===== src/rtl/c2c_link_sequencer_if.sv =====
// c2c_link_sequencer_if: control, status and Aurora sideband signals of the link sequencer
interface c2c_link_sequencer_if #(
  parameter int NUM_LANES = 2
);
  logic                 enable;
  logic                 force_retrain;
  logic                 clear_counters;
  logic                 gt_pll_lock;
  logic                 channel_up;
  logic [NUM_LANES-1:0] lane_up;
  logic                 soft_err;
  logic                 hard_err;
  logic                 reset_pb;
  logic                 pma_init;
  logic                 link_ready;
  logic [2:0]           state;
  logic [15:0]          retrain_count;
  logic [15:0]          soft_err_count;
  logic                 link_timeout;
  modport master (
    output enable, force_retrain, clear_counters, gt_pll_lock, channel_up, lane_up, soft_err, hard_err,
    input  reset_pb, pma_init, link_ready, state, retrain_count, soft_err_count, link_timeout
  );
  modport slave (
    input  enable, force_retrain, clear_counters, gt_pll_lock, channel_up, lane_up, soft_err, hard_err,
    output reset_pb, pma_init, link_ready, state, retrain_count, soft_err_count, link_timeout
  );
endinterface


===== src/rtl/c2c_link_sequencer.sv =====
// c2c_link_sequencer: Aurora reset/bring-up sequencing, link qualification and retrain bookkeeping
module c2c_link_sequencer #(
  parameter int NUM_LANES       = 2,
  parameter int RESET_PB_CYCLES = 256,
  parameter int GT_RESET_CYCLES = 1024,
  parameter int GT_RELEASE_WAIT = 256,
  parameter int LINK_TIMEOUT    = 1048576,
  parameter int STABLE_CYCLES   = 1024
) (
  input logic                  clk,
  input logic                  rst,
  c2c_link_sequencer_if.slave  i_link
);
  typedef enum logic [2:0] {
    IDLE        = 3'd0,
    PB_ASSERT   = 3'd1,
    PMA_ASSERT  = 3'd2,
    PMA_RELEASE = 3'd3,
    WAIT_UP     = 3'd4,
    STABLE      = 3'd5,
    READY       = 3'd6
  } state_e;
  localparam int          SW    = NUM_LANES + 4;
  localparam logic [31:0] T_PB  = 32'(RESET_PB_CYCLES - 1);
  localparam logic [31:0] T_GT  = 32'(GT_RESET_CYCLES - 1);
  localparam logic [31:0] T_REL = 32'(GT_RELEASE_WAIT - 1);
  localparam logic [31:0] T_TO  = 32'(LINK_TIMEOUT - 1);
  localparam logic [31:0] T_ST  = 32'(STABLE_CYCLES - 1);
  logic [SW-1:0] r_sync1, r_sync2;
  state_e        r_state, w_next;
  logic [31:0]   r_timer;
  logic          r_reset_pb, r_pma_init, r_link_ready, r_link_timeout;
  logic [15:0]   r_retrain_count, r_soft_err_count;
  logic          w_lock, w_soft, w_hard, w_up, w_retrain, w_tmo, w_enter;
  assign w_lock  = r_sync2[0];
  assign w_soft  = r_sync2[1];
  assign w_hard  = r_sync2[2];
  assign w_up    = r_sync2[3] & (&r_sync2[SW-1:4]);
  assign w_enter = (w_next != r_state) | w_retrain;
  // two-flop synchronizer for every asynchronous Aurora/GT status input
  always_ff @(posedge clk or posedge rst) begin
    if (rst) begin
      r_sync1 <= '0;
      r_sync2 <= '0;
    end else begin
      r_sync1 <= {i_link.lane_up, i_link.channel_up, i_link.hard_err, i_link.soft_err, i_link.gt_pll_lock};
      r_sync2 <= r_sync1;
    end
  end
  // next-state selection: enable beats force_retrain, which beats the normal sequence
  always_comb begin
    w_next    = r_state;
    w_retrain = 1'b0;
    w_tmo     = 1'b0;
    if (!i_link.enable) w_next = IDLE;
    else if (i_link.force_retrain && r_state != IDLE) begin
      w_next    = PB_ASSERT;
      w_retrain = 1'b1;
    end else begin
      case (r_state)
        IDLE:        w_next = PB_ASSERT;
        PB_ASSERT:   w_next = (r_timer == T_PB) ? PMA_ASSERT : PB_ASSERT;
        PMA_ASSERT:  w_next = (r_timer == T_GT) ? PMA_RELEASE : PMA_ASSERT;
        PMA_RELEASE: w_next = (r_timer >= T_REL && w_lock) ? WAIT_UP : PMA_RELEASE;
        WAIT_UP: begin
          if (w_up) w_next = STABLE;
          else if (r_timer == T_TO) begin
            w_next    = PB_ASSERT;
            w_retrain = 1'b1;
            w_tmo     = 1'b1;
          end
        end
        STABLE:      w_next = !w_up ? WAIT_UP : (r_timer == T_ST) ? READY : STABLE;
        READY: begin
          if (!w_up || w_hard) begin
            w_next    = PB_ASSERT;
            w_retrain = 1'b1;
          end
        end
        default:     w_next = IDLE;
      endcase
    end
  end
  // state, entry-cleared timer and outputs registered together so they move on the same edge
  always_ff @(posedge clk or posedge rst) begin
    if (rst) begin
      r_state      <= IDLE;
      r_timer      <= '0;
      r_reset_pb   <= 1'b1;
      r_pma_init   <= 1'b0;
      r_link_ready <= 1'b0;
    end else begin
      r_state      <= w_next;
      r_timer      <= w_enter ? '0 : r_timer + 32'd1;
      r_reset_pb   <= w_next inside {IDLE, PB_ASSERT, PMA_ASSERT, PMA_RELEASE};
      r_pma_init   <= w_next == PMA_ASSERT;
      r_link_ready <= w_next == READY;
    end
  end
  // saturating retrain/soft-error counters and sticky timeout flag; clear has precedence
  always_ff @(posedge clk or posedge rst) begin
    if (rst) begin
      r_retrain_count  <= '0;
      r_soft_err_count <= '0;
      r_link_timeout   <= 1'b0;
    end else if (i_link.clear_counters) begin
      r_retrain_count  <= '0;
      r_soft_err_count <= '0;
      r_link_timeout   <= 1'b0;
    end else begin
      if (w_retrain && r_retrain_count != 16'hFFFF) r_retrain_count <= r_retrain_count + 16'd1;
      if (w_soft && r_state == READY && r_soft_err_count != 16'hFFFF) r_soft_err_count <= r_soft_err_count + 16'd1;
      if (w_tmo) r_link_timeout <= 1'b1;
    end
  end
  assign i_link.reset_pb       = r_reset_pb;
  assign i_link.pma_init       = r_pma_init;
  assign i_link.link_ready     = r_link_ready;
  assign i_link.state          = r_state;
  assign i_link.retrain_count  = r_retrain_count;
  assign i_link.soft_err_count = r_soft_err_count;
  assign i_link.link_timeout   = r_link_timeout;
endmodule


===== src/flat_wrapper.sv =====
// flat-port wrapper written by rule: the top's interface ports become plain ports
module c2c_link_sequencer_flat 
#(
  parameter int NUM_LANES       = 2,
  parameter int RESET_PB_CYCLES = 256,
  parameter int GT_RESET_CYCLES = 1024,
  parameter int GT_RELEASE_WAIT = 256,
  parameter int LINK_TIMEOUT    = 1048576,
  parameter int STABLE_CYCLES   = 1024
)
  (clk, rst, i_link_enable, i_link_force_retrain, i_link_clear_counters, i_link_gt_pll_lock, i_link_channel_up, i_link_lane_up, i_link_soft_err, i_link_hard_err, i_link_reset_pb, i_link_pma_init, i_link_link_ready, i_link_state, i_link_retrain_count, i_link_soft_err_count, i_link_link_timeout);
  c2c_link_sequencer_if #(.NUM_LANES(NUM_LANES)) i_link_i ();
  input logic clk;
  input logic rst;
  input wire logic [$bits(i_link_i.enable)-1:0] i_link_enable;
  input wire logic [$bits(i_link_i.force_retrain)-1:0] i_link_force_retrain;
  input wire logic [$bits(i_link_i.clear_counters)-1:0] i_link_clear_counters;
  input wire logic [$bits(i_link_i.gt_pll_lock)-1:0] i_link_gt_pll_lock;
  input wire logic [$bits(i_link_i.channel_up)-1:0] i_link_channel_up;
  input wire logic [$bits(i_link_i.lane_up)-1:0] i_link_lane_up;
  input wire logic [$bits(i_link_i.soft_err)-1:0] i_link_soft_err;
  input wire logic [$bits(i_link_i.hard_err)-1:0] i_link_hard_err;
  output wire logic [$bits(i_link_i.reset_pb)-1:0] i_link_reset_pb;
  output wire logic [$bits(i_link_i.pma_init)-1:0] i_link_pma_init;
  output wire logic [$bits(i_link_i.link_ready)-1:0] i_link_link_ready;
  output wire logic [$bits(i_link_i.state)-1:0] i_link_state;
  output wire logic [$bits(i_link_i.retrain_count)-1:0] i_link_retrain_count;
  output wire logic [$bits(i_link_i.soft_err_count)-1:0] i_link_soft_err_count;
  output wire logic [$bits(i_link_i.link_timeout)-1:0] i_link_link_timeout;
  assign i_link_i.enable = i_link_enable;
  assign i_link_i.force_retrain = i_link_force_retrain;
  assign i_link_i.clear_counters = i_link_clear_counters;
  assign i_link_i.gt_pll_lock = i_link_gt_pll_lock;
  assign i_link_i.channel_up = i_link_channel_up;
  assign i_link_i.lane_up = i_link_lane_up;
  assign i_link_i.soft_err = i_link_soft_err;
  assign i_link_i.hard_err = i_link_hard_err;
  assign i_link_reset_pb = i_link_i.reset_pb;
  assign i_link_pma_init = i_link_i.pma_init;
  assign i_link_link_ready = i_link_i.link_ready;
  assign i_link_state = i_link_i.state;
  assign i_link_retrain_count = i_link_i.retrain_count;
  assign i_link_soft_err_count = i_link_i.soft_err_count;
  assign i_link_link_timeout = i_link_i.link_timeout;
  c2c_link_sequencer #(.NUM_LANES(NUM_LANES), .RESET_PB_CYCLES(RESET_PB_CYCLES), .GT_RESET_CYCLES(GT_RESET_CYCLES), .GT_RELEASE_WAIT(GT_RELEASE_WAIT), .LINK_TIMEOUT(LINK_TIMEOUT), .STABLE_CYCLES(STABLE_CYCLES)) u_core (.clk(clk), .rst(rst), .i_link(i_link_i));
endmodule

===== config.mk =====
export PLATFORM = sky130hd
export DESIGN_NAME = c2c_link_sequencer_flat
export DESIGN_NICKNAME = d
export VERILOG_FILES = /design/src/rtl/c2c_link_sequencer_if.sv /design/src/rtl/c2c_link_sequencer.sv /design/src/flat_wrapper.sv
export SDC_FILE = /design/constraint.sdc
export NUM_CORES = 1
export LEC_CHECK = 0
export BUFFER_PORTS_ARGS = -buffer_cell sky130_fd_sc_hd__buf_2
export CORE_UTILIZATION = 58
export CTS_CLUSTER_DIAMETER = 120
export DETAILED_ROUTE_END_ITERATION = 8
export GPL_TIMING_DRIVEN = 0
export PLACE_DENSITY = 0.85
export REMOVE_ABC_BUFFERS = 1
export SETUP_SLACK_MARGIN = 0.4
export SYNTH_ARGS = -nofsm -noshare
export SYNTH_HDL_FRONTEND = slang
export SYNTH_SLANG_ARGS = --single-unit

===== constraint.sdc =====
create_clock -name clk -period 3.78 [get_ports clk]
set_clock_uncertainty 0.2 [all_clocks]
set_input_delay 0.378 -clock clk [delete_from_list [all_inputs] [get_ports clk]]
set_output_delay 0.378 -clock clk [all_outputs]
set_load 0.03 [all_outputs]

### Yosys cells after proc, flatten, opt, wreduce, memory -nomap -nowiden

Cells that the tools add are included.

| cells by class | value |
|---|---|
| mux-type cells | 27 |
| add/sub/neg operators | 3 |
| order comparisons | 1 |
| reductions and logical operators | 15 |
| eq/ne operators | 16 |
| bitwise operators | 2 |

Operators with widths:

| kind | count |
|---|---|
| $mux W16 | 4 |
| $add A16 B1 Y16 const B | 2 |
| $add A32 B1 Y32 const B | 1 |
| $eq A32 B10 Y1 const B | 1 |
| $eq A32 B20 Y1 const B | 1 |
| $eq A32 B8 Y1 const B | 1 |
| $ge A32 B8 Y1 const B | 1 |
| $mux W32 | 1 |
| $ne A16 B16 Y1 const B | 2 |
| $mux W3 | 7 |
| $pmux W3 S7 | 1 |
| $eq A3 B2 Y1 const B | 4 |
| $eq A3 B3 Y1 const B | 4 |
| $mux W1 | 11 |
| $eq A3 B1 Y1 const B | 2 |
| $logic_not A3 Y1 | 2 |
| $reduce_bool A2 Y1 | 3 |
| $logic_and A1 B1 Y1 | 5 |
| $mux W2 | 2 |
| $reduce_bool A4 Y1 | 1 |
| $ne A3 B3 Y1 | 1 |
| $reduce_bool A3 Y1 | 1 |
| $pmux W1 S2 | 1 |
| $reduce_and A2 Y1 | 1 |
| other kinds (4) | 4 |

| word-level totals | value |
|---|---|
| bits in registers | 83 |
| input port bits | 11 |

### Longest topological paths before layout

| logic depth | value |
|---|---|
| depth after elaboration | 11 |
| depth in mapped cells | 11 |

### Least setup slack after synthesis

OpenSTA, ideal clock, no wires.

| timing | value |
|---|---|
| path kind | register -> register |
| from | reg u_core.r_timer[23] |
| to | reg u_core.r_timer[22] |
| library setup time | 0.126 ns |
| slack | 0.565 ns |
| period minus slack after synthesis | 3.215 ns |
| buffers on the path | 1 |
| data arrival time | 2.888 ns |
| stages on the path, launching flop included | 9 |
| cells stage by stage | dfrtp_1 -> or4_1 -> or3_4 -> or4_4 -> or4_1 -> o21a_1 -> nand2_1 -> buf_2 -> nor3_2 |

| between the ends | value |
|---|---|
| word-level cells in the longest chain between the ends | 9 |

RTL lines:

| element | RTL line | RTL |
|---|---|---|
| start: declaration | c2c_link_sequencer.sv:31 | `logic [31:0] r_timer;` |
| start signal: assignment | c2c_link_sequencer.sv:94 | `r_timer <= w_enter ? '0 : r_timer + 32'd1;` |
| $ge A32 B8 Y1, or another cell as far along | c2c_link_sequencer.sv:64 | `PMA_RELEASE: w_next = (r_timer >= T_REL && w_lock) ? WAIT_UP : PMA_RELEASE;` |
| $logic_and A1 B1 Y1, or another cell as far along | c2c_link_sequencer.sv:64 |  |
| $mux W3 (on tied branches) | c2c_link_sequencer.sv:64, c2c_link_sequencer.sv:73, c2c_link_sequencer.sv:66 |  |
| $pmux W3 S7 | c2c_link_sequencer.sv:60 | `case (r_state)` |
| $mux W3 | c2c_link_sequencer.sv:56 | `else if (i_link.force_retrain && r_state != IDLE) begin` |
| $mux W3 | c2c_link_sequencer.sv:55 | `if (!i_link.enable) w_next = IDLE;` |
| $ne A3 B3 Y1 | c2c_link_sequencer.sv:39 | `assign w_enter = (w_next != r_state) \| w_retrain;` |
| $or A1 B1 Y1 * | c2c_link_sequencer.sv:39 |  |
| $mux W32 * | c2c_link_sequencer.sv:94 |  |

Mark *: on every way between the ends. The rest lies on a longest branch, timed or not.
A chain may end at the register's enable or synchronous reset.

### Worst setup path in the final report

| timing | value |
|---|---|
| from | reg u_core.r_timer[23] |
| to | reg u_core.r_timer[14] |

| between the ends | value |
|---|---|
| word-level cells in the longest chain between the ends | 9 |

RTL lines:

| element | RTL line | RTL |
|---|---|---|
| $ge A32 B8 Y1, or another cell as far along | c2c_link_sequencer.sv:64 |  |
| $logic_and A1 B1 Y1, or another cell as far along | c2c_link_sequencer.sv:64 |  |
| $mux W3 (on tied branches) | c2c_link_sequencer.sv:64, c2c_link_sequencer.sv:73, c2c_link_sequencer.sv:66 |  |
| $pmux W3 S7 * | c2c_link_sequencer.sv:60 |  |
| $mux W3 * | c2c_link_sequencer.sv:56 |  |
| $mux W3 * | c2c_link_sequencer.sv:55 |  |
| via u_core.w_next[0] | c2c_link_sequencer.sv:30 | `state_e r_state, w_next;` |
| $ne A3 B3 Y1 * | c2c_link_sequencer.sv:39 |  |
| $or A1 B1 Y1 * | c2c_link_sequencer.sv:39 |  |
| $mux W32 * | c2c_link_sequencer.sv:94 |  |

Mark *: on every way through the listed nets, which the timed path passes. The rest lies on a longest branch.

==> impl_metrics.csv <==
group,metric,value,unit
die,core_area,0.00721,mm^2
worst_setup_path,critPathLaunchType,"flop",
worst_setup_path,rrSetupSlack,0.43,ns
global_routing,grt_pass1_vias,3397,
power_and_ir_drop,ir_drop,0.256,mV
drt,route.detailed.drc,0,
cts,clock_sinks,83,
cells_and_area,area_delta_synth_final,19.1,%
logic_synthesis,ys_top_cells_by_area,"dfrtp_1 47%, nor3_2 6.7%, xor2_1 5.7%",
die,die_h,88.4,um
logic_synthesis,yosysTopAreaCell,"dfrtp_1",
cts,cts_buffers,9,
global_routing,grt_pass1_wl,15900,um
power_and_ir_drop,swShare,27.4,%
cells_and_area,diodes,0,
cts,tritoncts,"yes",
global_routing,grt_max_degree,55,
placement,portBuffers,49,
worst_setup_path,worst-endpoint-required,3.86,ns
worst_setup_path,startpoint,"u_core.r_timer[23]$_DFF_PP0_",
cts,root_buffer,"clkbuf_8",
cts,clk_latency,0.36,ns
drt,drt_iter0_drc,376,
die,die_area,0.00781,mm^2
power_and_ir_drop,cellPowerDensity,321,mW/mm^2
worst_setup_path,crit_type,"reg -> reg",
cts,htreeDepth,3,
timing,rsz0062_at_grt,"true",
logic_synthesis,synth.distinct_cells,50,
worst_setup_path,r2r_end,"u_core.r_timer[14]$_DFF_PP0_",
timing,slew_viol_final,0,
placement,post_dp_cell_area,0.00464,mm^2
drt,vias,3686,
logic_synthesis,ys.flop_type,"dfrtp_1",
cts,clk_path_buf_depth,2,
cells_and_area,drive_gt1_share,25.5,%
power_and_ir_drop,pwr-share-clk,37.6,%
worst_setup_path,cp.arrival,3.42,ns
worst_setup_path,rr_startpoint,"u_core.r_timer[23]$_DFF_PP0_",
logic_synthesis,ys_seq_elements,83,
logic_synthesis,synth_top_cell_area_share,47.4,%
timing,tightest_slew,0.741,ns
worst_setup_path,cp_max_fo,8,
die,start_util,60.0,%
global_routing,track_usage,26.5,%
logic_synthesis,yosysSeqAreaShare,48.0,%
power_and_ir_drop,p_int,0.00120,W
placement,gp_congestion,0.872,
global_routing,grt_overflow,0,
worst_setup_path,cp-end-kind,"flop",
power_and_ir_drop,p_sw,0.000452,W
worst_setup_path,ff2ff_path_depth,8,
timing,setup_viol,0,
logic_synthesis,syn_area_per_cell,9.97,um^2
worst_setup_path,path_cells,"or4_4, or3_4, or4_4, o31a_1, a31oi_4, o21bai_4, buf_12, nor3_2",
drt,wl,9890,um
die,die_x,88.4,um
drt,ant_nets,0,
drt,routed_via_density,6.10,
timing,hold_viol_final,0,
timing,fmax,299,MHz
run,max-cap-violations,0,
power_and_ir_drop,leakagePower,2.26,nW
hold_path,hp-class,"reg -> reg",
timing,finalCriticalPeriod,3.35,ns
worst_setup_path,crit_slowest_cell,"or4_4",
die,pin_count,50,
die,row_count,31,
cells_and_area,fin_area,0.00515,mm^2
timing,relSlewSlack,50.2,%
drt,drt-pass1-iter-count,6,
global_routing,antenna_found_initial,0,
worst_setup_path,cpMostUsedCell,"or4_4",
drt,wl_per_cell,16.4,um
logic_synthesis,syn-cell-area,0.00433,mm^2
run_status,status,"finished, final reports clean",
placement,dp_hpwl,6170,um
logic_synthesis,async_flop_share,100,%
worst_setup_path,crit_path_end,"u_core.r_timer[14]$_DFF_PP0_",
cells_and_area,nets,514,
timing,post-route-period-util,88.6,%
power_and_ir_drop,pwr-share-comb,7.3,%
power_and_ir_drop,seq_power_share,55.0,%
logic_synthesis,synth-edff-count,0,
logic_synthesis,yosys_warnings,0,
cts,clk_pin_slew,0.09,ns
worst_setup_path,max_stage_delay,0.55,ns
logic_synthesis,synthCells,434,
cells_and_area,fin_util,71.4,%
[repair_timing]
item,CTS,global route
hold endpoints to repair,34,0
gates cloned,1,0
pin swaps,4,6
setup endpoints to repair,35,39
hold buffers,7,0
setup buffers,8,7
resized for setup,7,6
[sequential cells by signal (all words and copies together), names as in the netlist]
register and cells:
u_core.i_link.link_ready 1, u_core.i_link.link_timeout 1, u_core.i_link.pma_init 1, u_core.i_link.reset_pb 1
u_core.i_link.retrain_count 16, u_core.i_link.soft_err_count 16, u_core.i_link.state 3, u_core.r_sync1 6
u_core.r_sync2 6, u_core.r_timer 32
[stage by stage]
stage          worst slack [ns]  cells  setup TNS [ns]  total power (W)  hold WS [ns]
5_1_grt                   0.375    604               0          0.00171         0.166
3_3_place_gp             -0.491    563          -13.99          0.00101         0.132
3_5_place_dp             -0.119    565           -2.30          0.00101         0.137
4_1_cts                   0.415    597               0          0.00166         0.159
2_1_floorplan           -0.0709    415           -1.26         0.000980         0.131
6_report                  0.431    604               0          0.00165         0.157
[cell type report]
cell class	instances	area, um^2
well taps	99	124
flip-flops and latches	83	2080
inverters	14	55.1
clock buffers	9	124
repair buffers	73	517
clock inverters	7	65.1
fillers	540	2060
multi-input cells	319	2190
[cell usage in the layout, fill, tap and decap left out, types with 2 or more instances in the layout]
master          n
nand2b_1        2
buf_12          4
buf_2          49
inv_8           2
nor3_2         29
and4_1          6
ha_1            3
o31ai_1         4
o21a_1          2
and3_1         11
or3_1          18
and2_1          6
or4_4           4
mux2i_1         3
buf_4          11
o21ai_0        20
inv_1          13
nor2b_1         2
nor3b_1         2
o21bai_4        2
a31oi_1         3
nor4_1          3
nand2_1        30
nand3_1        27
clkbuf_8        9
dfrtp_1        82
nor3_1         10
a21oi_1        22
nor2_1         30
inv_6           3
xnor2_1        13
or4_1           5
xor2_1         28
a221oi_1        2
dlygate4sd3_1   7
nand4_1        12
[kinds of logic (layout without fill, tap and decap cells)]
group,Yosys count,after routing,share of synthesized area [%]
adder cells (fa/ha/maj),3,3,0.868
multiplexers,3,3,0.694
XOR/XNOR,41,41,8.30
flip-flops,83,83,48.0
AND/OR/NAND/NOR,204,204,28.5
AO/OA/AOI/OAI,67,68,10.1
buffers and inverters,33,103,3.53
[metal layers]
metal / track usage [%] / up-vias / wire length [um]
met1: 36.3 / 1822 / 4230
li1: - / 1693 / -
met3: 6.25 / 28 / 491
met2: 41.5 / 143 / 4940
met4: 9.38 / 0 / 228
met5: 0 / - / 0
[synthesized netlist by cell type (all sizes together), types with 2 or more instances]
| cell | number |
|---|---|
| nand3 | 27 |
| nor2 | 30 |
| o21a | 2 |
| mux2i | 3 |
| a31oi | 4 |
| or3 | 19 |
| nor4 | 4 |
| and3 | 11 |
| dfrtp | 82 |
| nand2b | 2 |
| ha | 3 |
| nand2 | 31 |
| nand4 | 12 |
| xnor2 | 13 |
| o31ai | 4 |
| nor3 | 39 |
| buf | 7 |
| xor2 | 28 |
| o21ai | 21 |
| nor2b | 2 |
| and4 | 6 |
| nor3b | 3 |
| a221oi | 3 |
| a21oi | 22 |
| or4 | 9 |
| clkbuf | 12 |
| and2 | 6 |
| o41ai | 2 |
| inv | 14 |
[power groups by stage]
| stage | sequential, W | clock [W] | combinational (W) |
|---|---|---|---|
| 6_report | 0.000909 | 0.000622 | 0.000121 |
| 3_3_place_gp | 0.000926 | 0 | 0.0000813 |
| 2_1_floorplan | 0.000927 | 0 | 0.0000532 |
| 3_5_place_dp | 0.000926 | 0 | 0.0000883 |
| 5_1_grt | 0.000911 | 0.000668 | 0.000132 |
| 4_1_cts | 0.000909 | 0.000632 | 0.000117 |
[critical path, delay by kind of cell, from the launching register on]
kind                   cells  cell delay (ns)
flip-flops                 1             0.39
buffers and inverters      1             0.16
AND/OR/NAND/NOR            4             1.64
AO/OA/AOI/OAI              3             0.87
[how the worst min path moves through the flow]
stage / from / end / slack (ns) / cells after the start
after detailed placement: u_core.r_sync1[0]$_DFF_PP0_ / u_core.r_sync2[0]$_DFF_PP0_ / 0.14 / 0
final: u_core.r_sync1[0]$_DFF_PP0_ / u_core.r_sync2[0]$_DFF_PP0_ / 0.16 / 0
after CTS: u_core.r_sync1[5]$_DFF_PP0_ / u_core.r_sync2[5]$_DFF_PP0_ / 0.16 / 0
after global placement: u_core.r_sync1[0]$_DFF_PP0_ / u_core.r_sync2[0]$_DFF_PP0_ / 0.13 / 0
after floorplan: u_core.r_sync1[0]$_DFF_PP0_ / u_core.r_sync2[0]$_DFF_PP0_ / 0.13 / 0
after global routing: u_core.r_sync1[5]$_DFF_PP0_ / u_core.r_sync2[5]$_DFF_PP0_ / 0.17 / 0
Note: power is estimated with default switching activity, not from simulation.
